[config.mk]
export PLATFORM = sky130hd
export DESIGN_NAME = kgp_control_fsm
export DESIGN_NICKNAME = d
export VERILOG_FILES = /design/src/rtl/kgp_control_fsm.sv
export SDC_FILE = /design/constraint.sdc
export NUM_CORES = 1
export LEC_CHECK = 0
export CORE_MARGIN = 10
export CORE_UTILIZATION = 60
export DETAILED_ROUTE_END_ITERATION = 16
export DONT_BUFFER_PORTS = 1
export HOLD_SLACK_MARGIN = 0.15
export PLACE_DENSITY = 0.76
export SETUP_SLACK_MARGIN = 0.15
export SLEW_MARGIN = 0
export SYNTH_ARGS = -nofsm -noshare
export SYNTH_HDL_FRONTEND = slang
export SYNTH_SLANG_ARGS = --single-unit
export TNS_END_PERCENT = 50
[constraint.sdc]
create_clock -name clk -period 2.1 [get_ports clk]
set_clock_uncertainty 0.05 [all_clocks]
set_input_delay 0.105 -clock clk [delete_from_list [all_inputs] [get_ports clk]]
set_output_delay 0.105 -clock clk [all_outputs]
set_load 0.02 [all_outputs]
[src/rtl/kgp_control_fsm.sv]
// KGP-RISC multi-cycle control unit: owns the PC, decodes opcode/funccode
// and sequences fetch, decode, execute, memory and write-back.
module kgp_control_fsm #(
  parameter logic [31:0] RESET_PC = 32'd0,
  parameter int unsigned IMEM_LAT = 1,
  parameter int unsigned DMEM_LAT = 1
) (
  input  logic        clk,
  input  logic        rst,
  input  logic        run,
  input  logic [4:0]  opcode,
  input  logic [4:0]  funccode,
  input  logic [31:0] nextInstrAddr,
  output logic [31:0] instrAddr,
  output logic [2:0]  ALUResOp,
  output logic        ALUCin,
  output logic        ALUDir,
  output logic [1:0]  ALUSrc,
  output logic        ALUFrc,
  output logic        brLink,
  output logic        memToReg,
  output logic        memRead,
  output logic        memWrite,
  output logic        regWrite,
  output logic [2:0]  branch,
  output logic        halted,
  output logic        illegal,
  output logic [31:0] retired
);

  typedef enum logic [2:0] {
    S_IDLE, S_FETCH, S_DECODE, S_EXEC,
    S_MEM, S_MEMWAIT, S_WB, S_HALT
  } state_e;

  localparam logic [15:0] ILAST = 16'(IMEM_LAT - 1);
  localparam logic [15:0] DLAST = 16'(DMEM_LAT - 1);

  state_e      state_q, state_d;
  logic [15:0] cnt_q, cnt_d;
  logic [31:0] pc_q, ret_q;
  logic        ill_q, ill_d;

  logic [2:0] op_q, br_q;
  logic [1:0] src_q;
  logic       cin_q, dir_q, frc_q, brl_q;
  logic       lw_q, sw_q, rw_q;

  logic [2:0] d_op, d_br;
  logic [1:0] d_src;
  logic       d_cin, d_dir, d_frc, d_brl;
  logic       d_lw, d_sw, d_rw, d_bad, d_halt;

  always_comb begin
    d_op   = 3'b000;
    d_br   = 3'b000;
    d_src  = 2'b00;
    d_cin  = 1'b0;
    d_dir  = 1'b0;
    d_frc  = 1'b0;
    d_brl  = 1'b0;
    d_lw   = 1'b0;
    d_sw   = 1'b0;
    d_rw   = 1'b0;
    d_bad  = 1'b0;
    d_halt = 1'b0;
    case (opcode)
      5'b00000: begin
        d_rw = 1'b1;
        case (funccode)
          5'b00000: d_op = 3'b000;
          5'b00001: begin d_op = 3'b101; d_cin = 1'b1; end
          5'b00010: d_op = 3'b001;
          5'b00011: d_op = 3'b010;
          5'b00100: begin d_op = 3'b011; d_src = 2'b10; end
          5'b00101: begin
            d_op = 3'b011; d_dir = 1'b1; d_src = 2'b10;
          end
          5'b01000: begin
            d_op = 3'b100; d_dir = 1'b1; d_src = 2'b10;
          end
          5'b00110: d_op = 3'b011;
          5'b00111: begin d_op = 3'b011; d_dir = 1'b1; end
          5'b01001: begin d_op = 3'b100; d_dir = 1'b1; end
          default: begin d_bad = 1'b1; d_rw = 1'b0; end
        endcase
      end
      5'b00001: begin d_src = 2'b01; d_rw = 1'b1; end
      5'b00010: begin
        d_op = 3'b101; d_cin = 1'b1; d_src = 2'b01; d_rw = 1'b1;
      end
      5'b00011: begin
        d_frc = 1'b1; d_src = 2'b01; d_lw = 1'b1; d_rw = 1'b1;
      end
      5'b00100: begin d_frc = 1'b1; d_src = 2'b01; d_sw = 1'b1; end
      5'b00101: d_br = 3'b001;
      5'b00110: begin d_br = 3'b001; d_brl = 1'b1; d_rw = 1'b1; end
      5'b00111: d_br = 3'b110;
      5'b01000: d_br = 3'b111;
      5'b01001: d_br = 3'b010;
      5'b01010: d_br = 3'b011;
      5'b01011: d_br = 3'b100;
      5'b01100: d_br = 3'b101;
      5'b11111: d_halt = 1'b1;
      default:  d_bad = 1'b1;
    endcase
  end

  always_comb begin
    state_d = state_q;
    cnt_d   = cnt_q;
    ill_d   = ill_q;
    unique case (state_q)
      S_IDLE: begin
        if (run) begin
          state_d = S_FETCH;
          cnt_d   = '0;
        end
      end
      S_FETCH: begin
        if (cnt_q == ILAST) state_d = S_DECODE;
        else cnt_d = cnt_q + 16'd1;
      end
      S_DECODE: begin
        if (d_bad) begin
          state_d = S_HALT;
          ill_d   = 1'b1;
        end else if (d_halt) begin
          state_d = S_HALT;
        end else begin
          state_d = S_EXEC;
        end
      end
      S_EXEC: state_d = (lw_q | sw_q) ? S_MEM : S_WB;
      S_MEM: begin
        if (lw_q) begin
          state_d = S_MEMWAIT;
          cnt_d   = '0;
        end else begin
          state_d = S_WB;
        end
      end
      S_MEMWAIT: begin
        if (cnt_q == DLAST) state_d = S_WB;
        else cnt_d = cnt_q + 16'd1;
      end
      S_WB: begin
        state_d = run ? S_FETCH : S_IDLE;
        cnt_d   = '0;
      end
      S_HALT: state_d = S_HALT;
    endcase
  end

  always_ff @(posedge clk or negedge rst) begin
    if (!rst) begin
      state_q <= S_IDLE;
      cnt_q   <= '0;
      ill_q   <= 1'b0;
      pc_q    <= RESET_PC;
      ret_q   <= '0;
    end else begin
      state_q <= state_d;
      cnt_q   <= cnt_d;
      ill_q   <= ill_d;
      if (state_q == S_WB) begin
        pc_q  <= nextInstrAddr;
        ret_q <= ret_q + 32'd1;
      end
    end
  end

  // Decoded controls are captured once and held until write-back ends
  always_ff @(posedge clk or negedge rst) begin
    if (!rst) begin
      op_q  <= '0;
      br_q  <= '0;
      src_q <= '0;
      cin_q <= 1'b0;
      dir_q <= 1'b0;
      frc_q <= 1'b0;
      brl_q <= 1'b0;
      lw_q  <= 1'b0;
      sw_q  <= 1'b0;
      rw_q  <= 1'b0;
    end else if (state_q == S_DECODE) begin
      op_q  <= d_op;
      br_q  <= d_br;
      src_q <= d_src;
      cin_q <= d_cin;
      dir_q <= d_dir;
      frc_q <= d_frc;
      brl_q <= d_brl;
      lw_q  <= d_lw;
      sw_q  <= d_sw;
      rw_q  <= d_rw;
    end
  end

  logic active;
  assign active = (state_q == S_EXEC) || (state_q == S_MEM) ||
                  (state_q == S_MEMWAIT) || (state_q == S_WB);

  assign instrAddr = pc_q;
  assign retired   = ret_q;
  assign halted    = (state_q == S_HALT);
  assign illegal   = ill_q;
  assign ALUResOp  = active ? op_q : 3'b000;
  assign branch    = active ? br_q : 3'b000;
  assign ALUSrc    = active ? src_q : 2'b00;
  assign ALUCin    = active & cin_q;
  assign ALUDir    = active & dir_q;
  assign ALUFrc    = active & frc_q;
  assign brLink    = active & brl_q;
  assign memToReg  = active & lw_q;
  assign memRead   = ((state_q == S_MEM) & lw_q) |
                     (state_q == S_MEMWAIT);
  assign memWrite  = (state_q == S_MEM) & sw_q;
  assign regWrite  = (state_q == S_WB) & rw_q;

endmodule

# Word level (Yosys, flattened, before mapping)
# Index checks and enable logic that the tools add are counted.
# totals
register_bits,99
output_inout_bits,82
# classes
n_eq_ne,34
n_reduce_logical,22
muxes,34
addsub,2
n_bitwise,10
# op_table
cell,count
$pmux W16 S4,1
$mux W16,3
$eq A5 B3 Y1 const B,8
$eq A5 B4 Y1 const B,7
$add A32 B1 Y32 const B,1
$pmux W3 S8,1
$mux W3,7
$pmux W3 S7,1
$eq A5 B2 Y1 const B,4
$add A16 B1 Y16 const B,1
$logic_not A16 Y1,1
$reduce_or A4 Y1,4
$pmux W3 S5,1
$reduce_or A13 Y1,1
$eq A3 B3 Y1 const B,4
$mux W1,11
$eq A5 B1 Y1 const B,2
$logic_not A5 Y1,2
$ne A2 B2 Y1 const B,5
$reduce_or A10 Y1,1
$and A1 B1 Y1,8
$mux W2,4
$reduce_or A2 Y1,4
$eq A3 B2 Y1 const B,2
other kinds (13),18

# Longest topological paths before layout
# Gate-level depths: netlist (run 1).
# depth
word_depth,6
depth_mapped,9

# Worst setup path after synthesis (run 1)
# Ideal clock, no wire load.
# synth_path
kind,register to register
startpoint,reg ret_q[6] (netlist: retired[6])
endpoint,reg ret_q[30] (netlist: retired[30])
t_required_ns,1.921
synth_period_minus_slack_ns,2.035
path_stages_with_launch,6
slack_ns,0.065
arrival_ns,1.856
cell_sequence,dfrtp_1 -> nand4_1 -> or4_4 -> nor4_4 -> nand3_1 -> xnor2_1
# synth_via
elab_chain_len,1
# synth_lines
item,line,rtl
start: declaration,41,"logic [31:0] pc_q, ret_q;"
start signal: assignment,168,ret_q <= ret_q + 32'd1;
$add A32 B1 Y32,168,
# Every way passes these cells.
# A chain may end at the register's enable or synchronous reset.

# Worst setup path in the final report (run 1)
# layout_path
startpoint,reg state_q[2]
endpoint,reg cnt_q[6]
# layout_via
elab_chain_len,4
word_cells_on_any_way,12
classes_between,eq/ne: 7; mux: 1; reduce/logical: 4
# layout_lines
item,line,rtl
start: declaration,39,"state_e state_q, state_d;"
start signal: assignment,163,state_q <= state_d;
$eq A3 B3 Y1 or $eq A3 B1 Y1 (tied branches),113,unique case (state_q)
$reduce_or A2 Y1 (no line),-,
$ne A2 B2 Y1 (no line) or $reduce_bool A4 Y1 (tied branches),-,
$reduce_and A4 Y1 (no line),-,
end signal: assignment,164,cnt_q <= cnt_d;
end: declaration,40,"logic [15:0] cnt_q, cnt_d;"
# Several ways; a longest one is shown, not always the timed one.

==> flow_summary_export.csv, run 1 <==
group,metric,value,unit
run_status,outcome,"finished with violations",
run_status,violations,"negative hold slack",
timing,setup_viol,0,
grt,grt_pass1_vias,3944,
setup_path,cp_cell_sequence,"nand2b_1 -> a21oi_2 -> o22ai_2 -> buf_12 -> or4_4 -> a21oi_2",
drt,firstDrtPassIters,5,
layout,post_route_cells_drive_above_1_share,0.1293,
power,finalPower,0.006557,W
timing,fin_hold_ws,-0.6231,ns
setup_path,crit_type,"reg2reg",
timing,relSlewSlack,0.6497,
place,placed_cell_area,4967,um^2
power,irDropWorstVdd,849.8,uV
drt,vias_per_cell,5.809,
yosys,yosysWarningCount,0,
yosys,yosysSeqAreaShare,0.5297,
floorplanning,dieArea,11730,um^2
clock_network,htree_levels,3,
timing,max_slew.worst_pin.slew,0.5241,ns
clock_network,clk_pin_slew_worst_paths,0.11,ns
setup_path,critPathSlowestCell,"or4_4",
clock_network,clk_latency,0.37,ns
yosys,synth_cell_types,42,
grt,grt_overflow,0,
clock_network,clock_sink_count,99,
timing,clock.fmax,513.7,MHz
grt,grt_pass1_wl,19.61,mm
setup_path,crit_path_frequent_cell,"a21oi_2",
setup_path,critPathRequiredTime,2.34,ns
place,port_buffers,0,
timing,slew_viol_final,0,
yosys,netlist_area,4677,um^2
timing,fin_crit_sh,0.9269,
clock_network,cts_root_buf,"clkbuf_8",
yosys,synth_area_per_cell,9.117,um^2
place,globalplace.congestion,0.8468,
timing,rsz0062_at_grt,"true",
grt,grt_max_degree,100,
drt,drt_iter0_markers,292,
drt,drc,0,
yosys,synth_seq_cells,99,
place,placedCellCount,623,
flow_run,max-cap-violations,0,
setup_path,cp_max_fo,30,
setup_path,crit_path_start_kind,"register",
drt,routedWlPerCell,17.83,um
floorplanning,dieWidth,108.3,um
drt,wl,12.30,mm
clock_network,cts_hold_buf,46,
floorplanning,die_height,108.3,um
layout,final_util,0.7498,
yosys,synthCells,513,
floorplanning,coreArea,7647,um^2
power,p_leak,2.611,nW
floorplanning,start_util,0.6116,
clock_network,clockBufferDepth,2,
grt,groute.usage.overall,0.2060,
min_path,hold_path.class,"in2async",
floorplanning,fp-row-count,32,
place,post-dp-hpwl,8.152,mm
setup_path,end_kind,"register",
power,pwr_density_cell,1143,nW/um^2
clock_network,numCtsBuffers,9,
grt,antenna_found_initial,0,
layout,instances_no_fill,690,
layout,antenna_cells,0,
yosys,synth_edf_count,0,
floorplanning,ios,127,
timing,finalSetupTns,0,ns
layout,fillerInstances,505,
yosys,postSynth.asyncResetShare,1.000,
drt,antenna_left,0,
timing,hold_viol_final,99,
layout,layout.nets,631,
setup_path,critPathMaxStageDelay,0.51,ns
layout,area_delta_synth_final,22.61,%
layout,design_area,5734,um^2
setup_path,cp_data_arrival_time,2.18,ns
drt,routed-via-count,4008,
clock_network,tritoncts,"done",
yosys,synthesis.nets,561,
timing,min_period,1.947,ns
yosys,synth-main-ff-cell,"dfrtp_1",
cell usage after synthesis, types with 11 or more instances:
cell,count,area [um^2]
or3_1,12,75.07
dfrtp_1,99,2477
nand3_1,16,80.08
clkbuf_1,15,56.30
nand4_1,15,93.84
nand2_1,140,525.5
xor2_1,11,96.34
nor2_1,26,97.59
xnor2_1,23,201.4
nor2b_1,17,106.4
a21oi_1,21,105.1
o21ai_0,23,115.1
stage by stage:
step	hold WS (ns)	setup slack, ns
6_report	-0.6231	0.1535
5_1_grt	-0.6451	0.06069
4_1_cts	-0.6394	0.1384
3_5_place_dp	-0.2362	0.03804
3_3_place_gp	-0.2353	0.1544
2_1_floorplan	-0.2406	0.1525
state kept, by name, indices dropped and copies added, names as in the netlist:
signal,cells
sw_q,1
cnt_q,16
src_q,2
brl_q,1
instrAddr,32
cin_q,1
retired,32
dir_q,1
op_q,3
state_q,3
br_q,3
illegal,1
frc_q,1
rw_q,1
lw_q,1
where the power goes:
group          switching, W  leakage (nW)  internal [W]
sequential         0.000751          1.29       0.00237
combinational       0.00145          1.22      0.000822
clock              0.000705        0.0938      0.000458
kinds of logic after synthesis:
group                    synth area share
adder cells (fa/ha/maj)          0.008027
buffers and inverters             0.02782
AO/OA/AOI/OAI                     0.09069
AND/OR/NAND/NOR                    0.2801
flip-flops                         0.5297
XOR/XNOR                          0.06367
routing by layer:
| metal | vias up | wire length, um | share of wire | GRT usage |
|---|---|---|---|---|
| met4 | 0 | 292 | 0.024 | 0.07910 |
| met3 | 27 | 1120 | 0.091 | 0.06663 |
| met1 | 1940 | 4534 | 0.37 | 0.2336 |
| met5 | - | 0 | 0 | 0 |
| li1 | 1884 | - | - | - |
| met2 | 157 | 6355 | 0.52 | 0.3543 |
path summary, 6_finish.rpt:
| path | start | slack (ns) | endpoint | cells after the start |
|---|---|---|---|---|
| max in group asynchronous | rst | 2.45 | state_q[0]$_DFFE_PN0P_ | 0 |
| hold / removal | rst | -0.62 | retired[23]$_DFFE_PN0N_ | 0 |
| setup reg to reg | state_q[2]$_DFFE_PN0P_ | 0.15 | cnt_q[6]$_DFFE_PN0P_ | 6 |
| hold reg to reg | br_q[1]$_DFFE_PN0P_ | 0.44 | br_q[1]$_DFFE_PN0P_ | 2 |
| setup / recovery | state_q[2]$_DFFE_PN0P_ | 0.15 | cnt_q[6]$_DFFE_PN0P_ | 6 |
| min in group clk | funccode[2] | 0.19 | illegal$_DFFE_PN0P_ | 5 |
repair_timing:
item | CTS | global route
buffers inserted | 1 | 3
gates cloned | 0 | 1
resized for setup | 6 | 13
endpoints found under the hold margin | 149 | 99
setup endpoints to repair | 16 | 25
pin swaps | 0 | 4
cell usage in the layout (no fill, tap or decap), types with 3 or more instances in the layout:
cell and n:
or3_1 12, o31ai_1 6, nand2b_1 10, a31oi_1 5, nor2b_2 5, nor3_1 8
nor2_1 26, or4_1 4, xor2_1 11, and3_1 5, dlygate4sd3_1 46, dfrtp_1 92
a22o_1 3, a21oi_2 3, nor4_1 5, o21a_1 4, dfrtp_2 7, o21ai_0 23
inv_6 3, a21oi_1 18, nand4_1 15, inv_1 8, buf_4 34, nor2b_1 12
nand2_1 139, ha_1 3, clkbuf_8 9, nand3_1 16, xnor2_1 22
layout make-up:
| class | count | area [um^2] | area share |
|---|---|---|---|
| clock buffers | 10 | 127.6 | 0.02226 |
| clock inverters | 6 | 55.05 | 0.009601 |
| multi-input cells | 382 | 2153 | 0.3755 |
| repair buffers | 82 | 750.7 | 0.1309 |
| well taps | 102 | 127.6 | 0.02226 |
| flip-flops and latches | 99 | 2486 | 0.4336 |
| inverters | 9 | 33.78 | 0.005891 |
critical path, delay by kind of cell (launching register included):
kind	cells	cell delay (ns)
buffers and inverters	1	0.17
AOI/OAI and AO/OA	3	0.50
and+or+nand+nor	2	0.69
DFF	1	0.47
Note: power is estimated with default switching activity, not from simulation.
==> run 2: changes to the inputs <==
--- a/config.mk
+++ b/config.mk
@@ -11,6 +11,7 @@
 export DONT_BUFFER_PORTS = 1
 export HOLD_SLACK_MARGIN = 0.15
 export PLACE_DENSITY = 0.76
+export REMOVE_ABC_BUFFERS = 1
 export SETUP_SLACK_MARGIN = 0.15
 export SLEW_MARGIN = 0
 export SYNTH_ARGS = -nofsm -noshare
==> run 2 against run 1 <==
Compared with the run above:
- the flow still finishes with violations (negative hold slack)
- global-route usage up 1.0 points
- die area unchanged
- core utilization up 0.26 points
- sequential power about the same
- final cell count up 0.29%
- clock power about the same
- count of clock-buffer cells in the layout unchanged
- critical path depth unchanged
- design area up 0.35%
- combinational power up 2%
- critical path type is now in2reg
- largest cell class unchanged
- largest power group unchanged
==> flow_summary_export.csv, run 2 (synthesized netlist as in run 1, its figures left out) <==
group,metric,value,unit
timing,fin_crit_sh,0.9337,
timing,setup_viol,0,
setup_path,cp_cell_sequence,"dlygate4sd3_1 -> or3_1 -> nor3_1 -> dlygate4sd3_1 -> nand2_1 -> nand2_1",
clock_network,clk_pin_slew_worst_paths,0.10,ns
floorplanning,dieArea,11730,um^2
drt,antenna_left,0,
setup_path,crit_path_start_kind,"input port",
clock_network,cts_hold_buf,46,
floorplanning,start_util,0.6116,
power,irDropWorstVdd,778.7,uV
run_status,violations,"negative hold slack",
grt,grt_max_degree,100,
layout,area_delta_synth_final,23.03,%
drt,firstDrtPassIters,5,
floorplanning,ios,127,
timing,max_slew.worst_pin.slew,0.4542,ns
setup_path,cp_max_fo,10,
place,globalplace.congestion,0.8482,
power,p_leak,2.628,nW
drt,drc,0,
layout,mostFrequentLayoutCells,"nand2_1 (139), dfrtp_1 (98), dlygate4sd3_1 (46)",
setup_path,cp.buffers_inverters,2,
drt,drt_iter0_markers,245,
setup_path,critPathSlowestCell,"dlygate4sd3_1",
timing,clock.fmax,510.0,MHz
timing,finalSetupTns,0,ns
drt,routed-via-count,4029,
grt,grt_pass1_vias,3996,
clock_network,tritoncts,"done",
setup_path,critPathMaxStageDelay,0.66,ns
timing,relSlewSlack,0.6961,
floorplanning,fp-row-count,32,
place,placed_cell_area,4971,um^2
setup_path,critPathRequiredTime,2.36,ns
clock_network,htree_levels,3,
timing,fin_hold_ws,-0.6247,ns
drt,vias_per_cell,5.822,
setup_path,end_kind,"register",
place,port_buffers,0,
floorplanning,coreArea,7647,um^2
drt,wl,12.84,mm
floorplanning,dieWidth,108.3,um
clock_network,clockBufferDepth,2,
grt,groute.usage.overall,0.2160,
clock_network,clock_sink_count,99,
setup_path,crit_type,"in2reg",
clock_network,clk_latency,0.36,ns
run_status,outcome,"finished with violations",
min_path,hold_path.class,"in2async",
setup_path,cp_top_family,"buffers and inverters",
floorplanning,die_height,108.3,um
layout,design_area,5754,um^2
timing,min_period,1.961,ns
layout,layout.nets,633,
clock_network,numCtsBuffers,9,
timing,slew_viol_final,0,
timing,hold_viol_final,99,
layout,post_route_cells_drive_above_1_share,0.1356,
clock_network,cts_root_buf,"clkbuf_8",
place,post-dp-hpwl,8.387,mm
grt,antenna_found_initial,0,
layout,antenna_cells,0,
grt,grt_pass1_wl,20.36,mm
setup_path,cp_data_arrival_time,2.22,ns
drt,routedWlPerCell,18.55,um
flow_run,max-cap-violations,0,
timing,rsz0062_at_grt,"true",
grt,grt_overflow,0,
layout,layout_commonest_cell,"nand2_1",
power,pwr_density_cell,1151,nW/um^2
-- run 2: cell types whose count changed in the layout (fill, tap and decap cells not counted), sizes merged --
cell | before | now
buf | 36 | 39
clkinv | 3 | 5
xnor2 | 24 | 23
inv | 12 | 10
-- run 2: area by class of cell --
cell class,instances,area [um^2]
sequential,99,2479
fill,502,1893
clock inverter,6,60.06
inverter,9,33.78
tap,102,127.6
timing repair buffer,85,777.0
multi-input combinational,381,2150
clock buffer,10,127.6
-- run 2: worst paths after layout --
check                                        from                 endpoint  slack, ns  cells past startpoint
max                                     opcode[4]        cin_q$_DFFE_PN0P_       0.14                      6
min in group clk                      funccode[2]      illegal$_DFFE_PN0P_       0.18                      5
min reg2reg                   br_q[2]$_DFFE_PN0P_      br_q[2]$_DFFE_PN0P_       0.44                      2
max in group asynchronous                     rst      op_q[0]$_DFFE_PN0P_       2.47                      0
max reg2reg                retired[8]$_DFFE_PN0N_  retired[20]$_DFFE_PN0N_       0.16                      6
min                                           rst     src_q[1]$_DFFE_PN0P_      -0.62                      0
-- run 2: stage by stage --
step	setup WS, ns	utilization	instances	total power [W]
finish	0.1392	0.7525	692	0.006624
floorplan	-0.2308	-	489	0.004321
detailed placement	0.008645	0.6500	626	0.005069
global route	0.05472	0.7525	692	0.007013
global placement	0.1135	0.6500	626	0.004974
CTS	0.1068	0.7397	689	0.006371
-- run 2: timing repair --
item | 4_1_cts | 5_1_grt
endpoints found under the hold margin | 149 | 99
setup endpoints to repair | 19 | 38
gates resized for setup | 7 | 20
buffers inserted | 1 | 3
pin swaps | 1 | 2
-- run 2: metal layers --
metal	GRT usage	vias to the layer above	routed length (um)
met5	0	-	0
met4	0.06121	0	180
met3	0.07912	16	1282
met2	0.3737	160	6629
met1	0.2459	1973	4746
li1	-	1880	-
-- run 2: power by group --
group	leakage, nW	total, W	switching (W)	internal, W
logic	1.23	0.00232	0.00146	0.000862
registers	1.30	0.00314	0.000771	0.00237
clock network	0.0942	0.00117	0.000710	0.000457
==> run 3: changes to the inputs <==
--- a/config.mk
+++ b/config.mk
@@ -9,6 +9,7 @@
 export CORE_UTILIZATION = 60
 export DETAILED_ROUTE_END_ITERATION = 16
 export DONT_BUFFER_PORTS = 1
+export GPL_TIMING_DRIVEN = 0
 export HOLD_SLACK_MARGIN = 0.15
 export PLACE_DENSITY = 0.76
 export REMOVE_ABC_BUFFERS = 1
==> run 3 against run 2 <==
Compared with the run above:
- the flow still finishes with violations (negative hold slack)
- critical path depth shrank 1
- count of clock-buffer cells in the layout shrank 1
- core utilization up 2.8 points
- sequential share of layout area fell by 1.2 points
- register-to-register slack worse by 0.10 ns
- worst setup slack got worse by 0.081 ns
- maximum frequency down 4.0%
- via count up 4.9%
- power up 9.2%
- critical endpoint is now retired[26]$_DFFE_PN0N_
==> flow_summary_export.csv, run 3 (synthesized netlist as in run 1, its figures left out) <==
group,metric,value,unit
drt,wl,14.09,mm
setup_path,reg2reg_depth,5,
setup_path,reg2reg_to,"retired[26]$_DFFE_PN0N_",
timing,setup_ws,0.05776,ns
floorplanning,coreArea,7647,um^2
timing,rsz0062_at_grt,"true",
layout,layout_commonest_cell,"nand2_1",
floorplanning,ios,127,
setup_path,cp_max_fo,6,
setup_path,crit_path_start_kind,"register",
clock_network,clock_sink_count,99,
setup_path,cp-endpoint,"retired[26]$_DFFE_PN0N_",
power,pwr_density_cell,1213,nW/um^2
floorplanning,die_height,108.3,um
setup_path,cp_data_arrival_time,2.24,ns
floorplanning,fp-row-count,32,
layout,mostFrequentLayoutCells,"nand2_1 (135), dfrtp_1 (82), dlygate4sd3_1 (47)",
timing,fin_crit_sh,0.9725,
grt,grt_pass1_wl,20.40,mm
timing,hold_viol_final,99,
timing,clock.fmax,489.7,MHz
place,globalplace.congestion,0.8103,
timing,fin_hold_ws,-0.6528,ns
power,p_leak,2.602,nW
drt,drt_iter0_markers,381,
floorplanning,dieWidth,108.3,um
layout,area_delta_synth_final,27.55,%
setup_path,crit_type,"reg2reg",
run_status,violations,"negative hold slack",
setup_path,critPathRequiredTime,2.30,ns
layout,post_route_cells_drive_above_1_share,0.2017,
layout,layout.nets,623,
drt,drc,0,
clock_network,htree_levels,3,
clock_network,clk_pin_slew_worst_paths,0.12,ns
clock_network,numCtsBuffers,9,
layout,antenna_cells,0,
grt,antenna_found_initial,0,
timing,min_period,2.042,ns
drt,routedWlPerCell,20.66,um
setup_path,rrSetupSlack,0.06,ns
min_path,hold_path.class,"in2async",
drt,vias_per_cell,6.198,
grt,grt_max_degree,100,
setup_path,r2r_start,"retired[6]$_DFFE_PN0N_",
drt,antenna_left,0,
drt,firstDrtPassIters,6,
timing,max_slew.worst_pin.slew,0.8378,ns
run_status,outcome,"finished with violations",
place,post-dp-hpwl,7.754,mm
grt,groute.usage.overall,0.2160,
power,finalPower,0.007234,W
setup_path,end_kind,"register",
clock_network,clockBufferDepth,2,
clock_network,tritoncts,"done",
floorplanning,start_util,0.6116,
timing,slew_viol_final,0,
flow_run,max-cap-violations,0,
drt,routed-via-count,4227,
timing,setup_viol,0,
clock_network,cts_root_buf,"clkbuf_8",
clock_network,clk_latency,0.39,ns
place,dp_slack,-0.9267,ns
timing,relSlewSlack,0.4415,
power,irDropWorstVdd,830.6,uV
place,port_buffers,0,
grt,grt_overflow,0,
floorplanning,dieArea,11730,um^2
setup_path,startpoint,"retired[6]$_DFFE_PN0N_",
grt,grt_pass1_vias,3995,
-- run 3: cell count changes in the layout (fill, tap and decap cells not counted), moves of 5 or more --
cell and change:
nor2_4 +5, dfrtp_1 -16, buf_6 +6, nor2_1 -6, buf_4 -22, dfrtp_2 +16, o21ai_2 +6, o21ai_0 -10
-- run 3: what timing repair did --
| action | in CTS | in global routing |
|---|---|---|
| hold buffers | 47 | 1 |
| buffers inserted | 2 | 19 |
| gates resized for setup | 59 | 51 |
| pin swaps | 19 | 27 |
| cloned | 3 | 3 |
| endpoints found under the setup margin | 97 | 63 |
| hold endpoints to repair | 149 | 100 |
-- run 3: routing by layer --
layer	track usage	part of all wire	wire, um	vias up
met1	0.2512	0.36	5139	2066
met4	0.07533	0.025	353	0
met3	0.09459	0.11	1491	46
met2	0.3496	0.50	7105	235
met5	0	0	0	-
li1	-	-	-	1880
-- run 3: how the worst min path moves through the flow --
stage	slack, ns	depth (start not counted)	start	end
floorplan	-0.24	0	rst	br_q[0]$_DFFE_PN0P_
global placement	-0.23	0	rst	retired[26]$_DFFE_PN0N_
detailed placement	-0.23	0	rst	retired[24]$_DFFE_PN0N_
CTS	-0.66	0	rst	state_q[2]$_DFFE_PN0P_
global route	-0.68	0	rst	state_q[2]$_DFFE_PN0P_
finish	-0.65	0	rst	state_q[2]$_DFFE_PN0P_
-- run 3: area by class of cell --
type	count	area (um^2)
Clock inverter	7	80.08
Fill cell	436	1682
Clock buffer	9	123.9
Multi-Input combinational cell	386	2427
Tap cell	102	127.6
Inverter	9	36.28
Sequential cell	99	2499
Timing Repair Buffer	70	671.9
-- run 3: power by group --
| part | leakage [nW] | switching [W] | internal [W] |
|---|---|---|---|
| combinational | 1.22 | 0.00168 | 0.00102 |
| clock | 0.0998 | 0.000776 | 0.000476 |
| sequential | 1.28 | 0.000913 | 0.00237 |
| total | 2.60 | 0.00337 | 0.00387 |
-- run 3: through the flow --
step	TNS (ns)	std cells	instance area, um^2	utilization
finish	0	682	5966	0.7801
detailed placement	-22.05	591	4715	0.6165
floorplan	-4.934	489	4581	-
CTS	-0.03542	659	5605	0.7330
global placement	-27.03	591	4708	0.6157
global route	-0.1512	682	5966	0.7801
-- run 3: critical path, cell delays in order (launching register included) --
cell and delay (ns):
dfrtp_2 0.50, nand4_1 0.15, or4_4 0.59, nor4_4 0.34
nand3_1 0.14, xnor2_1 0.15
